--- src/rtl/data_mem_arbiter.sv ---
// Two-requester round-robin arbiter in front of the single-port data memory.
// Port 0 is the load/store unit, port 1 the DMA/debug loader; read data returns one cycle after grant.
module data_mem_arbiter #(
  parameter int unsigned WIDTH    = 32,
  parameter int unsigned MEM_SIZE = 7
) (
  input  logic             clk,
  input  logic             rst_n,
  input  logic             m0_req,
  input  logic             m0_we,
  input  logic [WIDTH-1:0] m0_addr,
  input  logic [WIDTH-1:0] m0_wdata,
  output logic             m0_gnt,
  output logic             m0_rvalid,
  output logic [WIDTH-1:0] m0_rdata,
  input  logic             m1_req,
  input  logic             m1_we,
  input  logic [WIDTH-1:0] m1_addr,
  input  logic [WIDTH-1:0] m1_wdata,
  output logic             m1_gnt,
  output logic             m1_rvalid,
  output logic [WIDTH-1:0] m1_rdata,
  output logic             mem_write,
  output logic             mem_read,
  output logic [WIDTH-1:0] mem_addr,
  output logic [WIDTH-1:0] mem_wdata,
  input  logic [WIDTH-1:0] mem_rdata
);

  logic             r_last_winner;
  logic             r0_pend;
  logic             r1_pend;
  logic [WIDTH-1:0] r0_rdata;
  logic [WIDTH-1:0] r1_rdata;

  logic             w_any;
  logic             w_win1;
  logic             w_sel_we;
  logic [WIDTH-1:0] w_sel_addr;
  logic [WIDTH-1:0] w_sel_wdata;
  logic             w_rd0;
  logic             w_rd1;
  logic             w_unused;

  // Port 1 wins when alone, or when both request and port 0 had the last grant
  assign w_any  = rst_n & (m0_req | m1_req);
  assign w_win1 = m1_req & (~m0_req | ~r_last_winner);

  assign m0_gnt = w_any & ~w_win1;
  assign m1_gnt = w_any &  w_win1;

  assign w_sel_we    = w_win1 ? m1_we    : m0_we;
  assign w_sel_addr  = w_win1 ? m1_addr  : m0_addr;
  assign w_sel_wdata = w_win1 ? m1_wdata : m0_wdata;

  // Upper address bits lie outside the memory and are dropped
  assign w_unused = ^w_sel_addr[WIDTH-1:MEM_SIZE];

  assign mem_write = w_any &  w_sel_we;
  assign mem_read  = w_any & ~w_sel_we;
  assign mem_addr  = w_any ? WIDTH'(w_sel_addr[MEM_SIZE-1:0]) : '0;
  assign mem_wdata = w_any ? w_sel_wdata : '0;

  assign w_rd0 = m0_gnt & ~m0_we;
  assign w_rd1 = m1_gnt & ~m1_we;

  always_ff @(posedge clk or negedge rst_n) begin
    if (!rst_n) begin
      r_last_winner <= 1'b1;
      r0_pend       <= 1'b0;
      r1_pend       <= 1'b0;
      r0_rdata      <= '0;
      r1_rdata      <= '0;
    end else begin
      r0_pend <= w_rd0;
      r1_pend <= w_rd1;
      if (w_any) r_last_winner <= w_win1;
      if (w_rd0) r0_rdata <= mem_rdata;
      if (w_rd1) r1_rdata <= mem_rdata;
    end
  end

  assign m0_rvalid = r0_pend;
  assign m0_rdata  = r0_rdata;
  assign m1_rvalid = r1_pend;
  assign m1_rdata  = r1_rdata;

endmodule

--- config.mk ---
export PLATFORM = sky130hd
export DESIGN_NAME = data_mem_arbiter
export DESIGN_NICKNAME = d
export VERILOG_FILES = /design/src/rtl/data_mem_arbiter.sv
export SDC_FILE = /design/constraint.sdc
export NUM_CORES = 1
export LEC_CHECK = 0
export BUFFER_PORTS_ARGS = -buffer_cell sky130_fd_sc_hd__buf_2
export CAP_MARGIN = 10
export CORE_AREA = 2 2 117 119
export DETAILED_ROUTE_END_ITERATION = 16
export DIE_AREA = 0 0 119 121
export PLACE_DENSITY = 0.66
export SYNTH_ARGS = -nofsm -noshare
export SYNTH_HDL_FRONTEND = slang
export SYNTH_SLANG_ARGS = --single-unit
--- constraint.sdc ---
create_clock -name clk -period 3.9 [get_ports clk]
set_input_delay 1.17 -clock clk [delete_from_list [all_inputs] [get_ports clk]]
set_output_delay 1.17 -clock clk [all_outputs]
set_load 0.005 [all_outputs]
==> run metrics, run 1 <==
MaxCap Viol Count=0; top_reg_cell synth=dfrtp_1; postcts setup bufs=0; crit path DAT=2440 ps; Max Slew Vio Count=0; first-pass GRT wire length=15900 µm; Final nets=620; gr usage total=0.147; post-route setup slack=287 ps; min-delay worst type=reg -> reg; Die H=121 µm; share of post-route cells with drive strength above 1=0.697; skew final=5.36 ps; Routed wire per std cell=17.0 µm; PortBufs=224; post-layout minimum cycle time=3610 ps; vias in the first global route=2797; clock buffer count from CTS=9; Vias per Instance=4.27; grt ovf=0; Post-CTS Hold Fix Bufs=0; cell area after synthesis=3160 µm²; routed wl met3=949 µm; Avg Inst Size Synth=14.0 µm²; clk sinks=67; top sig layer=met4; post-place setup slack=287 ps; Slew HR=0.458; Area Overhead vs Synth=48.5%; Std-Cell Rows=42; Fmax=0.277 GHz; Setup Total Neg Slack=0 ps; register area share after synthesis=0.531; routed wire length=10800 µm; Final Hold Fails=0; crit share post-route=0.926; I/O pins=300; Final setup viols=0; met2 routed WL=6070 µm; initial DRC count=45; number of flops mapped to enable cells by yosys=0; initial antenna violation count=2; clk root buf=clkbuf_16; CTS H-tree lvls=3; dpl hpwl=8730 µm; unrepaired setup endpoints after global routing=false; vias post-DR=2722; Worst-Skew Late Latency=330 ps; Setup CP Type=in -> out; largest net degree at the start of global routing=65; TritonCTS clock tree=built; drt drc=0; GPL Wtd Cong=0.851; crit start category=input port; Yosys Warn Count=0; clock buffer depth=2; Reg clk slew, reported paths=60 ps; Post-CTS Resized=0; WP data required=2730 ps; Async SR Flop Fraction=1.00; Initial Util=0.241; Mapped Cells=226; Die Area=14400 µm²; number of detailed-route iterations in the first pass=4; outcome=finished, final reports clean; Yosys reg bits=67; core box area=13100 µm²; Leak=2.47 nW; worst r2r path cells=4; pwr/cell area=505 nW/µm²; Setup crit end kind=output port; M1 WL=3650 µm; hold depth=1; IR drop worst, VDD=0.000311 V; Synth cell types=21; post-route ant nets=0; crit path max fanout=30; die width=119 µm; Worst-Margin Slew=814 ps
cells in the final DEF, fill, tap and decap left out:
| cell | instances |
|---|---|
| clkinv_4 | 1 |
| a22o_1 | 40 |
| inv_6 | 2 |
| and2_1 | 1 |
| nand3b_1 | 1 |
| a21boi_0 | 2 |
| clkbuf_16 | 9 |
| clkbuf_8 | 1 |
| a21boi_2 | 1 |
| nand2b_1 | 1 |
| dfstp_2 | 1 |
| bufinv_16 | 1 |
| or3b_2 | 1 |
| dfrtp_1 | 66 |
| inv_1 | 1 |
| buf_4 | 8 |
| conb_1 | 25 |
| mux2_2 | 64 |
| clkinvlp_4 | 2 |
| nor2_2 | 1 |
| buf_2 | 224 |
| buf_12 | 1 |
| nor3_4 | 1 |
| nand2_1 | 2 |
| nand3b_2 | 1 |
| diode_2 | 2 |
| nor2b_2 | 1 |
power breakdown:
part	switching [mW]	internal, mW
Combinational	0.249	0.337
Sequential	0.0842	0.868
Clock	0.314	0.517
Total	0.647	1.72
layer usage:
metal  global-route usage  up-vias
met1                0.150     1323
met5                    0        -
met3               0.0479       12
met4               0.0528        0
met2                0.280      151
li1                     -     1236
worst max-delay path: stages:
cell and delay [ps]:
buf_2 200, nand2_1 160, nor2_2 180, buf_4 320, a22o_1 220, buf_2 170
worst paths after layout:
path                               startpoint       endpoint  slack, ps
min in group asynchronous               rst_n   m1_rdata[11]        890
max in group asynchronous               rst_n    m1_rdata[0]       2030
worst min register to register   m1_rdata[26]   m1_rdata[26]        500
worst max-delay path                    rst_n  mem_wdata[28]        290
worst min-delay path             m1_rdata[26]   m1_rdata[26]        500
worst max register to register  r_last_winner   m1_rdata[28]       2180
through the flow:
step	utilization	instance area, µm²	hold slack [ps]	power, mW	cells
2_1_floorplan	-	3250	504	1.23	250
3_3_place_gp	0.334	4370	483	1.53	619
3_5_place_dp	0.334	4370	487	1.56	619
4_1_cts	0.358	4680	500	2.41	635
5_1_grt	0.358	4690	511	2.50	637
6_report	0.358	4690	496	2.37	637
registers in the layout (all words and copies together), names as in the netlist:
name,cells
m0_rdata,32
r_last_winner,1
m1_rvalid,1
m1_rdata,32
m0_rvalid,1
area by class of cell:
class / instances / area, µm²
Antenna cell: 2 / 5.00
Sequential cell: 67 / 1680
Timing Repair Buffer: 233 / 1200
Clock buffer: 10 / 239
Clock inverter: 6 / 71.3
Fill cell: 1324 / 8400
Multi-Input combinational cell: 142 / 1270
Inverter: 1 / 3.75
Tap cell: 176 / 220
synth_stat cells (2+ instances only):
cell type,count,area [µm²]
mux2_2,64,721
a21boi_0,2,15.0
buf_2,8,40.0
buf_4,25,188
buf_6,6,67.6
dfrtp_1,66,1650
nand2_1,2,7.51
a22o_1,40,350
cells by family after synthesis:
family	share of synthesized area
flip-flops	0.531
AO/OA/AOI/OAI	0.119
buffers and inverters	0.0959
AND/OR/NAND/NOR	0.0242
multiplexers	0.228
other	0.00119
No activity file was read; power rests on OpenSTA's default activity.
==> run 2: changes to the inputs <==
Settings changed: ABC_AREA set to 1, PLACE_DENSITY 0.66 to 0.67.
==> run 2 against run 1 <==
Net effect: setup slack improved by 210 ps; power decreased by 9.1%; synthesized cell count increased by 99%; critical path depth increased by 1; combinational power decreased by 14%; critical path type unchanged; largest power group unchanged.
==> run metrics, run 2 <==
crit path DAT=2230 ps (-210 ps); GPL Wtd Cong=0.747 (-12%); post-route setup slack=497 ps (+210 ps); share of post-route cells with drive strength above 1=0.376 (-0.321); clock buffer count from CTS=9 (unchanged); Int Power=1.51 mW (-12%); CP max-delay cell=buf_4; Mapped Cells=450 (+99%); Worst-Skew Late Latency=320 ps (about the same); Area Overhead vs Synth=45.1%; met3 Use GR=0.0367 (-0.0113); number of flops mapped to enable cells by yosys=0 (unchanged); post-place setup slack=499 ps (+211 ps); vias post-DR=3535 (+30%); post-route ant nets=0 (unchanged); most common cell in the netlist=nand2_1; fin area=4830 µm² (+3.0%); number of diodes=0 (-2); initial DRC count=223 (+400%); Yosys reg bits=67 (unchanged); Slew HR=0.425 (-0.0329); CP max stage delay=390 ps (+70 ps); postcts setup bufs=0 (unchanged); post-layout minimum cycle time=3400 ps (-210 ps); WP data required=2730 ps (about the same); commonest non-fill, non-tap cell in the layout=nand2_1; register area share after synthesis=0.504 (-0.0272); Fmax=0.294 GHz (+6.2%); cell area after synthesis=3330 µm² (+5.4%); total power=2.15 mW (-9.1%); Std-Cell Rows=42 (unchanged); Commonest cells post-synth=nand2_1, dfrtp_1, nand4_1; Post-Layout Cell Count=848 (+33%); Avg Inst Size Synth=7.40 µm² (-47%); outcome=finished, final reports clean; Initial Util=0.254 (+0.0130); skew final=8.50 ps (+3.15 ps); Post-Place Cells=832 (+34%); Final Hold Fails=0 (unchanged); crit start category=input port; global route hottest layer=met2; Max Slew Vio Count=0 (unchanged); drt drc=0 (unchanged); grt ovf=0 (unchanged); sw power=0.646 mW (about the same); clk sinks=67 (unchanged); Comb pwr share=0.233 (-0.014); fin util=0.369 (+0.0107); switch share=0.300 (+0.0270); Yosys Warn Count=0 (unchanged); min-delay worst type=reg -> reg; Clk pwr share=0.349 (-0.002); dpl hpwl=7790 µm (-11%); Post-CTS Resized=0 (unchanged); Synth cell types=17 (-19%); routed wire length=11100 µm (+2.1%); Final nets=833 (+34%); die width=119 µm (unchanged); most frequent cells in the layout=nand2_1, buf_2, dfrtp_1, nand4_1, conb_1; Die H=121 µm (unchanged); PortBufs=224 (unchanged); initial antenna violation count=0 (-2); Reg clk slew, reported paths=50 ps (about the same); met2 Track Usage GR=0.235 (-0.0453); Worst-Margin Slew=863 ps (+49.3 ps); I/O pins=300 (unchanged); hold_ws=461 ps (-35.1 ps); unrepaired setup endpoints after global routing=false; MaxCap Viol Count=0 (unchanged); first-pass GRT wire length=16500 µm (+4.0%); number of detailed-route iterations in the first pass=4 (unchanged); vias in the first global route=3125 (+12%); Final setup viols=0 (unchanged); synth top area cells=dfrtp_1, nand2_1, nand4_1; area leader, netlist=dfrtp_1; top_reg_cell synth=dfrtp_1; Setup CP Type=in -> out; Setup Total Neg Slack=0 ps (unchanged); CTS H-tree lvls=3 (unchanged); fraction of power consumed by sequential logic=0.419 (+0.017); Async SR Flop Fraction=1.00 (unchanged); gr usage total=0.146 (-0.00127); Post-CTS Hold Fix Bufs=0 (unchanged); placed cell area=4560 µm² (+4.2%); TritonCTS clock tree=built; Leak=3.00 nW (+22%); Vias per Instance=4.17 (-2.4%); largest net degree at the start of global routing=69 (+6.2%); Setup crit end kind=output port; pwr/cell area=446 nW/µm² (-12%); Routed wire per std cell=13.0 µm (-23%); core box area=13100 µm² (unchanged); clk root buf=clkbuf_16; Synth top area share=0.496 (-0.0267); IR drop worst, VDD=0.000214 V (-31%); M1 GR Usage=0.200 (+0.0499); crit path max fanout=35 (+17%); clock buffer depth=2 (unchanged); crit-path cells=buf_2, nand2_1, nand2_2, buf_4, nand2_1, a21oi_1, buf_2; crit share post-route=0.873 (-0.0539); Die Area=14400 µm² (unchanged)
run 2: cell count changes after synthesis, moves of 2 or more:
cell      delta
nand2_1    +280
mux2_2      -64
a22o_1      -40
nand4_1     +33
buf_2        +9
buf_6        -6
clkbuf_1     +6
inv_1        +5
a21boi_0     -2
buf_1        +2
nand3_1      +2
nor2_1       +2
run 2: worst paths after layout:
check / start / end / slack (ps) / cells after the start
max: m0_req / mem_write / 500 / 7
min: m0_rdata[29] / m0_rdata[29] / 460 / 2
max reg2reg: r_last_winner / m0_rdata[28] / 1810 / 7
min reg2reg: m0_rdata[29] / m0_rdata[29] / 460 / 2
max in group asynchronous: rst_n / m0_rdata[9] / 2270 / 2
min in group asynchronous: rst_n / m0_rdata[30] / 1080 / 2
run 2: layout make-up:
type                    count  area [µm²]
clock buffers              12         246
clock inverters             4        26.3
multi-input cells         349        1420
fillers                  1387        8260
flip-flops and latches     67        1680
inverters                   7        26.3
well taps                 176         220
repair buffers            233        1220
run 2: power groups by stage:
stage	clock (mW)	combinational (mW)	sequential [mW]
after detailed placement	0	0.514	0.907
after global routing	0.813	0.567	0.918
after global placement	0	0.505	0.907
after CTS	0.775	0.512	0.902
final	0.751	0.501	0.902
after floorplan	0	0.211	0.921
run 2: logic make-up after synthesis:
kind of cell | after synthesis | synth area share
compound gates | 2 | 0.00300
simple gates | 322 | 0.392
buf+inv | 58 | 0.100
other cells | 1 | 0.00113
flops | 67 | 0.504
run 2: critical path, delay by kind of cell:
family | cells | cell delay [ps]
AOI/OAI and AO/OA | 1 | 140
buffers and inverters | 3 | 610
and+or+nand+nor | 3 | 320
run 2: per-layer routing:
layer | vias up | share of wire
met2 | 145 | 0.48
met3 | 7 | 0.073
li1 | 1785 | -
met5 | - | 0
met1 | 1598 | 0.44
met4 | 0 | 0.0077
